<file path="src/rtl/blink_pulse_driver_if.sv">
`default_nettype none
// ---------------------------------------------------------------------------
// blink_pulse_driver_if : event request / pin-status bundle for the blink driver
// Rev 1.0
// ---------------------------------------------------------------------------
interface blink_pulse_driver_if;
    logic       PULSE_I;
    logic       CLR_I;
    logic       SIG_O;
    logic       BUSY_O;
    logic [3:0] PEND_O;
    logic       OVF_O;
    logic       DONE_O;

    modport master (
        output PULSE_I, CLR_I,
        input  SIG_O, BUSY_O, PEND_O, OVF_O, DONE_O
    );

    modport slave (
        input  PULSE_I, CLR_I,
        output SIG_O, BUSY_O, PEND_O, OVF_O, DONE_O
    );
endinterface
`default_nettype wire

</file>
<file path="src/rtl/blink_pulse_driver.sv">
`default_nettype none
// ---------------------------------------------------------------------------
// blink_pulse_driver : stretches event pulses into fixed ON/OFF blinks on a pin
// Rev 1.0
// ---------------------------------------------------------------------------
module blink_pulse_driver #(
    parameter logic [31:0] TICK_PERIOD = 32'd49999,
    parameter logic [15:0] ON_TICKS    = 16'd100,
    parameter logic [15:0] OFF_TICKS   = 16'd100,
    parameter logic [3:0]  PEND_MAX    = 4'd15,
    parameter logic        IDLE_LEVEL  = 1'b0
) (
    input  logic                  CLK_O,
    input  logic                  RST,
    blink_pulse_driver_if.slave   bus
);

    typedef enum logic [1:0] {
        ST_IDLE = 2'd0,
        ST_ON   = 2'd1,
        ST_OFF  = 2'd2
    } state_t;

    // A zero length is clamped to one tick, so the last-tick index is 0.
    localparam logic [15:0] c_ON_LAST  = (ON_TICKS  == 16'd0) ? 16'd0 : ON_TICKS  - 16'd1;
    localparam logic [15:0] c_OFF_LAST = (OFF_TICKS == 16'd0) ? 16'd0 : OFF_TICKS - 16'd1;

    state_t      state_q, state_d;
    logic [31:0] presc_q, presc_d;
    logic [15:0] tcnt_q,  tcnt_d;
    logic [3:0]  pend_q,  pend_d;
    logic        ovf_q,   ovf_d;
    logic        done_q,  done_d;
    logic        sig_q,   sig_d;

    logic        w_tick;
    logic        w_last;
    logic        w_end;
    logic        w_enter_on;

    always_comb begin
        state_d    = state_q;
        presc_d    = presc_q;
        tcnt_d     = tcnt_q;
        pend_d     = pend_q;
        ovf_d      = ovf_q;
        done_d     = 1'b0;
        sig_d      = IDLE_LEVEL;

        w_tick     = (state_q != ST_IDLE) && (presc_q == TICK_PERIOD);
        w_last     = (state_q == ST_ON) ? (tcnt_q == c_ON_LAST) : (tcnt_q == c_OFF_LAST);
        w_end      = w_tick && w_last;

        case (state_q)
            ST_IDLE: begin
                if (pend_q != 4'd0) state_d = ST_ON;
            end
            ST_ON: begin
                if (w_end) state_d = ST_OFF;
            end
            ST_OFF: begin
                if (w_end) begin
                    done_d  = 1'b1;
                    state_d = (pend_q != 4'd0) ? ST_ON : ST_IDLE;
                end
            end
            default: state_d = ST_IDLE;
        endcase

        w_enter_on = (state_d == ST_ON) && (state_q != ST_ON);

        // Time base restarts on every state entry and idles at zero.
        if ((state_d != state_q) || (state_q == ST_IDLE)) begin
            presc_d = 32'd0;
            tcnt_d  = 16'd0;
        end else if (w_tick) begin
            presc_d = 32'd0;
            tcnt_d  = tcnt_q + 16'd1;
        end else begin
            presc_d = presc_q + 32'd1;
        end

        if (bus.PULSE_I && !w_enter_on) begin
            if (pend_q >= PEND_MAX) begin
                pend_d = PEND_MAX;
                ovf_d  = 1'b1;
            end else begin
                pend_d = pend_q + 4'd1;
            end
        end else if (!bus.PULSE_I && w_enter_on) begin
            pend_d = pend_q - 4'd1;
        end

        sig_d = (state_d == ST_ON) ? ~IDLE_LEVEL : IDLE_LEVEL;

        if (bus.CLR_I) begin
            state_d = ST_IDLE;
            presc_d = 32'd0;
            tcnt_d  = 16'd0;
            pend_d  = 4'd0;
            ovf_d   = 1'b0;
            done_d  = 1'b0;
            sig_d   = IDLE_LEVEL;
        end
    end

    always_ff @(posedge CLK_O) begin
        if (RST) begin
            state_q <= ST_IDLE;
            presc_q <= 32'd0;
            tcnt_q  <= 16'd0;
            pend_q  <= 4'd0;
            ovf_q   <= 1'b0;
            done_q  <= 1'b0;
            sig_q   <= IDLE_LEVEL;
        end else begin
            state_q <= state_d;
            presc_q <= presc_d;
            tcnt_q  <= tcnt_d;
            pend_q  <= pend_d;
            ovf_q   <= ovf_d;
            done_q  <= done_d;
            sig_q   <= sig_d;
        end
    end

    assign bus.SIG_O  = sig_q;
    assign bus.BUSY_O = (state_q != ST_IDLE);
    assign bus.PEND_O = pend_q;
    assign bus.OVF_O  = ovf_q;
    assign bus.DONE_O = done_q;

endmodule
`default_nettype wire

</file>
<file path="src/flat_wrapper.sv">
// flat-port wrapper written by rule: the top's interface ports become plain ports
module blink_pulse_driver_flat 
#(
    parameter logic [31:0] TICK_PERIOD = 32'd49999,
    parameter logic [15:0] ON_TICKS    = 16'd100,
    parameter logic [15:0] OFF_TICKS   = 16'd100,
    parameter logic [3:0]  PEND_MAX    = 4'd15,
    parameter logic        IDLE_LEVEL  = 1'b0
)
  (CLK_O, RST, bus_PULSE_I, bus_CLR_I, bus_SIG_O, bus_BUSY_O, bus_PEND_O, bus_OVF_O, bus_DONE_O);
  blink_pulse_driver_if bus_i ();
  input  logic CLK_O;
  input  logic RST;
  input wire logic [$bits(bus_i.PULSE_I)-1:0] bus_PULSE_I;
  input wire logic [$bits(bus_i.CLR_I)-1:0] bus_CLR_I;
  output wire logic [$bits(bus_i.SIG_O)-1:0] bus_SIG_O;
  output wire logic [$bits(bus_i.BUSY_O)-1:0] bus_BUSY_O;
  output wire logic [$bits(bus_i.PEND_O)-1:0] bus_PEND_O;
  output wire logic [$bits(bus_i.OVF_O)-1:0] bus_OVF_O;
  output wire logic [$bits(bus_i.DONE_O)-1:0] bus_DONE_O;
  assign bus_i.PULSE_I = bus_PULSE_I;
  assign bus_i.CLR_I = bus_CLR_I;
  assign bus_SIG_O = bus_i.SIG_O;
  assign bus_BUSY_O = bus_i.BUSY_O;
  assign bus_PEND_O = bus_i.PEND_O;
  assign bus_OVF_O = bus_i.OVF_O;
  assign bus_DONE_O = bus_i.DONE_O;
  blink_pulse_driver #(.TICK_PERIOD(TICK_PERIOD), .ON_TICKS(ON_TICKS), .OFF_TICKS(OFF_TICKS), .PEND_MAX(PEND_MAX), .IDLE_LEVEL(IDLE_LEVEL)) u_core (.CLK_O(CLK_O), .RST(RST), .bus(bus_i));
endmodule
</file>
<file path="config.mk">
export PLATFORM = sky130hd
export DESIGN_NAME = blink_pulse_driver_flat
export DESIGN_NICKNAME = d
export VERILOG_FILES = /design/src/rtl/blink_pulse_driver_if.sv /design/src/rtl/blink_pulse_driver.sv /design/src/flat_wrapper.sv
export SDC_FILE = /design/constraint.sdc
export NUM_CORES = 1
export LEC_CHECK = 0
export ABC_AREA = 1
export CORE_ASPECT_RATIO = 1.75
export CORE_MARGIN = 4
export CORE_UTILIZATION = 65
export DETAILED_ROUTE_END_ITERATION = 8
export DONT_BUFFER_PORTS = 1
export PLACE_DENSITY = 0.83
export SETUP_SLACK_MARGIN = 0.05
export SKIP_CTS_REPAIR_TIMING = 1
export SLEW_MARGIN = 20
export SYNTH_ARGS = -nofsm -noshare
export SYNTH_HDL_FRONTEND = slang
export SYNTH_SLANG_ARGS = --single-unit
</file>
<file path="constraint.sdc">
create_clock -name CLK_O -period 3.1 [get_ports CLK_O]
set_input_delay 0.31 -clock CLK_O [delete_from_list [all_inputs] [get_ports CLK_O]]
set_output_delay 0.31 -clock CLK_O [all_outputs]
set_load 0.01 [all_outputs]
</file>
Word-level counts from Yosys, hierarchy flattened
Cells that the tools add are included.
{ "totals": {"memories": 0, "reg_bits": 57, "word_cells": 47, "romBits": 0, "mem_bits_rw": 0, "latch_bits": 0} }
{ "classes": {"n_shift": 0, "bitwise_logic": 1, "n_div": 0, "multipliers": 0, "n_reduce_logical": 17, "n_lt_le_gt_ge": 1, "mux": 10, "eq_ne": 7, "addsub": 4} }
{ "op_table": {"columns": ["cell", "count"], "rows": [
  ["adder 32 x 1 -> 32 bit (second input constant)", 1],
  ["equality test 32 x 16 -> 1 bit (second input constant)", 1],
  ["adder 16 x 1 -> 16 bit (second input constant)", 1],
  ["equality test 16 x 7 -> 1 bit (second input constant)", 1],
  ["two-way mux 4 bit", 3],
  ["two-way mux 2 bit", 3],
  ["case mux 2 bit (3 select lines)", 1],
  ["OR reduction 3 bit", 2],
  ["logical AND 1 bit", 5],
  ["adder 4 x 1 -> 4 bit (second input constant)", 1],
  ["equality test 2 x 1 -> 1 bit (second input constant)", 2],
  [">= comparator 4 bit (second input constant)", 1],
  ["nonzero test 2 bit", 2],
  ["nonzero test 4 bit", 1],
  ["OR reduction 4 bit", 1],
  ["subtractor 4 x 1 -> 4 bit (second input constant)", 1],
  ["two-way mux 1 bit", 3],
  ["equality test 2 bit (second input constant)", 1],
  ["zero test 1 bit", 2],
  ["zero test 2 bit", 1],
  ["!= test 2 x 1 -> 1 bit (second input constant)", 1],
  ["!= test 2 bit", 1],
  ["AND reduction 2 bit", 1],
  ["OR reduction 2 bit", 1],
  ["2 further kinds", 2]
]} }

Longest topological paths before layout
{ "depth": {"ltp_word": 10, "ltp_mapped": 14} }

Worst setup path after synthesis
Ideal clock, no wire load.
{ "synth_path": {"path_type": "register to register", "startpoint": "register u_core.presc_q[0]", "endpoint": "register u_core.pend_q[3], in the netlist u_core.bus.PEND_O[3]", "setup_time_ps": 109, "arrival_time_ps": 1789, "slack_ps": 1202, "t_required_ps": 2991, "stages_incl_launch_ff": 14, "n_path_buf": 0, "cell_sequence": "dfxtp_1 -> ha_1 -> nand3_1 -> nor2_2 -> nand3_1 -> nor2_1 -> nand3_1 -> nand4_1 -> ha_1 -> inv_1 -> a21oi_1 -> nand2_1 -> nand2_1 -> inv_1"} }
{ "synth_via": {"elab_chain_len": 10, "word_cells_on_any_way": 13} }
{ "synth_rtl": {"columns": ["element", "line_no", "source"], "rows": [
  ["start: declaration", "blink_pulse_driver.sv:29", "logic [31:0] presc_q, presc_d;"],
  ["start signal: assignment", "blink_pulse_driver.sv:118", "presc_q <= presc_d;"],
  ["equality test 32 x 16 -> 1 bit *", "blink_pulse_driver.sv:50", "w_tick = (state_q != ST_IDLE) && (presc_q == TICK_PERIOD);"],
  ["logical AND 1 bit *", "blink_pulse_driver.sv:50", null],
  ["logical AND 1 bit *", "blink_pulse_driver.sv:52", "w_end = w_tick && w_last;"],
  ["two-way mux 2 bit, on equally long branches", "blink_pulse_driver.sv:62, blink_pulse_driver.sv:59", null],
  ["case mux 2 bit (3 select lines) *", "blink_pulse_driver.sv:54", "case (state_q)"],
  ["equality test 2 x 1 -> 1 bit *", "blink_pulse_driver.sv:70", "w_enter_on = (state_d == ST_ON) && (state_q != ST_ON);"],
  ["logical AND 1 bit *", "blink_pulse_driver.sv:70", null],
  ["zero test 1 bit", "blink_pulse_driver.sv:83", "if (bus.PULSE_I && !w_enter_on) begin"],
  ["logical AND 1 bit", "blink_pulse_driver.sv:83", null],
  ["two-way mux 4 bit / nonzero test 2 bit (equally long branches)", null, null],
  ["end signal: assignment", "blink_pulse_driver.sv:120", "pend_q <= pend_d;"],
  ["end: declaration", "blink_pulse_driver.sv:31", "logic [3:0] pend_q, pend_d;"]
]} }
Every way passes the cells marked *; elsewhere a longest branch is shown, timed or not.
A chain may end at the register's enable or synchronous reset.

Final worst setup path
Same ends and word-level chain as after synthesis.

==> impl_metrics.json <==
{
  "status": "finished, final reports clean",
  "tightestPinTransition_ns": 0.5932,
  "rr_worst_depth": 13,
  "cp-end-kind": "flip-flop",
  "period_needed_ns": 2.171,
  "portBuffers": 0,
  "coreArea_um2": 5020,
  "clkTransAtPathRegs_ns": 0.07,
  "io_pins": 12,
  "max_freq_mhz": 460.7,
  "die_height_um": 103.3,
  "final_common_cell": "nand2_1",
  "ys_ff_latch": 57,
  "drv_cap": 0,
  "pwr_density_cell_nw_per_um2": 544.2,
  "drtIter0Drc": 194,
  "synth_fp_nets": 533,
  "grtUsageTotal_pct": 26.54,
  "path_class": "flip-flop to flip-flop",
  "power_frac_comb_pct": 17.8,
  "cts_buffers": 9,
  "viasPerCell": 5.462,
  "antenna_found_initial": 0,
  "syn_inst": 523,
  "slew_headroom_pct": 60.41,
  "yosysTopAreaCell": "dfxtp_1",
  "syn-cell-area_um2": 3373,
  "htreeDepth": 3,
  "vias": 3206,
  "wl_um": 7884,
  "drive_gt1_share_pct": 7.692,
  "switchingPower_mw": 0.5926,
  "grt_pass1_vias": 3261,
  "grt_remaining_overflow": 0,
  "numClockSinks": 57,
  "path_cells": "ha_1 > nand3_1 > nor2_2 > nand3_1 > nor2_1 > nand3_1 > nand4_1 > ha_1 > inv_1 > a21oi_1 > nand2_1 > nand2_1 > inv_1",
  "nets": 538,
  "insertion_delay_ns": 0.35,
  "yosys_warnings": 0,
  "worst_path_max_delay_cell": "dfxtp_1",
  "fin_setup_tns_ns": 0,
  "clockPowerShare_pct": 40.6,
  "rsz0062_at_grt": "false",
  "worstPathRequired_ns": 3.34,
  "hpwlAfterDp_um": 6110,
  "netlist_top_cells_area": "dfxtp_1, nand2_1, nor2_1, inv_1, nand3_1",
  "ir_drop_mv": 0.4194,
  "arrival_ns": 2.41,
  "power_leakage_nw": 1.373,
  "placed_cells": 571,
  "async_flop_share_pct": 0,
  "wire_per_inst_um": 13.43,
  "hold_path.class": "input port to flip-flop",
  "slew_violations": 0,
  "cts_tree": "yes",
  "cts_root_buf": "clkbuf_8",
  "crit_top_cell": "nand3_1",
  "min_path_cells": 3,
  "p_int_mw": 1.381,
  "synth_top_area_share_pct": 33.83,
  "synth.distinct_cells": 35,
  "final_hold_viol_count": 0,
  "place_congestion": 0.9677,
  "drtPass1Iterations": 4,
  "synth_edf_count": 0,
  "period_share_pct": 70.03,
  "die-area_um2": 6452,
  "initial_core_util_pct": 67.20,
  "cp-start-kind": "flip-flop",
  "drtAntennaViolNets": 0,
  "rows": 34,
  "fin_cells": 587,
  "diodes": 0,
  "r2r_slack_ns": 0.93,
  "avgSynthCellArea_um2": 6.450,
  "die_w_um": 62.46,
  "finalSetupViolCount": 0,
  "grt_pass1_wl_um": 13500,
  "critPathMaxStageDelay_ns": 0.36,
  "cts_buffer_depth": 2,
  "areaGrowthSynthToFinish_pct": 7.493,
  "synth_seq_area_share_pct": 33.83,
  "grt_max_degree": 17,
  "cp_max_fo": 6,
  "pwr-share-seq_pct": 41.6,
  "final_cell_mix": "nand2_1, nor2_1, inv_1",
  "drc": 0,
  "yosys_most_used_dff": "dfxtp_1",
  "swShare_pct": 30.03,
  "fin_worst_skew_ns": 0.01017
}
[Yosys cell counts (all sizes together), types with 2 or more instances]
master / instances
o21bai: 2
or2: 3
a31oi: 2
nand4: 10
a21oi: 26
o21ai: 10
nor3: 18
xnor2: 7
nand3: 45
buf: 6
xor2: 18
nand2: 135
nor3b: 2
nor2: 103
dfxtp: 57
ha: 6
nand3b: 2
inv: 66
[state kept, by name, indices dropped and copies added (netlist names)]
signal             flops
u_core.bus.DONE_O      1
u_core.bus.OVF_O       1
u_core.bus.PEND_O      4
u_core.bus.SIG_O       1
u_core.presc_q        32
u_core.state_q         2
u_core.tcnt_q         16
[cell families after synthesis]
kind of cell             after synthesis  share of synthesized area (%)
AO/OA/AOI/OAI                         42                          6.825
XOR/XNOR                              25                          6.491
adder cells (fa/ha/maj)                6                          2.225
buffers and inverters                 73                          8.902
flip-flops                            57                          33.83
AND/OR/NAND/NOR                      320                          41.73
[layout make-up]
cell class              count  area, µm²
inverters                  66      247.7
multi-input cells         393       1932
fillers                   447       1394
clock inverters             4      75.07
repair buffers              1      7.507
well taps                  54      67.56
clock buffers              12      155.1
flip-flops and latches     57       1141
[critical path, delay by kind of cell (launching register included)]
family | cells | cell delay (ns)
AND/OR/NAND/NOR | 8 | 0.98
flip-flops | 1 | 0.36
adder cells (fa/ha/maj) | 2 | 0.44
buffers and inverters | 2 | 0.13
AO/OA/AOI/OAI | 1 | 0.16
[power groups by stage]
stage / registers (mW) / logic (mW) / clock network [mW]
6_report: 0.820 / 0.352 / 0.801
3_5_place_dp: 0.837 / 0.347 / 0
2_1_floorplan: 0.826 / 0.284 / 0
3_3_place_gp: 0.835 / 0.333 / 0
4_1_cts: 0.821 / 0.350 / 0.807
5_1_grt: 0.827 / 0.398 / 0.837
[layer usage]
| metal | up-vias | GRT usage [%] | wire, µm |
|---|---|---|---|
| met5 | - | 0 | 0 |
| met4 | 0 | 17.69 | 382 |
| met3 | 30 | 4.973 | 219 |
| met2 | 53 | 54.19 | 4412 |
| met1 | 1462 | 23.12 | 2870 |
| li1 | 1661 | - | - |
[final timing paths]
path,from,end
max reg2reg,u_core.presc_q[0]$_SDFF_PP0_,u_core.bus.PEND_O[3]$_SDFFE_PP0P_
min reg2reg,u_core.presc_q[0]$_SDFF_PP0_,u_core.presc_q[0]$_SDFF_PP0_
min,RST,u_core.bus.PEND_O[0]$_SDFFE_PP0P_
max,u_core.presc_q[0]$_SDFF_PP0_,u_core.bus.PEND_O[3]$_SDFFE_PP0P_
[through the flow]
stage / util [%] / worst slack (ns) / hold slack, ns / total power, mW / cell area, µm²
detailed placement: 67.65 / 0.9656 / 0.4484 / 1.184 / 3396
global placement: 67.65 / 1.025 / 0.4310 / 1.168 / 3396
global route: 72.23 / 0.6609 / 0.1958 / 2.061 / 3626
finish: 72.23 / 0.9292 / 0.1908 / 1.973 / 3626
floorplan: - / 1.202 / 0.4175 / 1.110 / 3373
CTS: 72.23 / 0.9375 / 0.1831 / 1.979 / 3626
No activity file was read; power rests on OpenSTA's default activity.
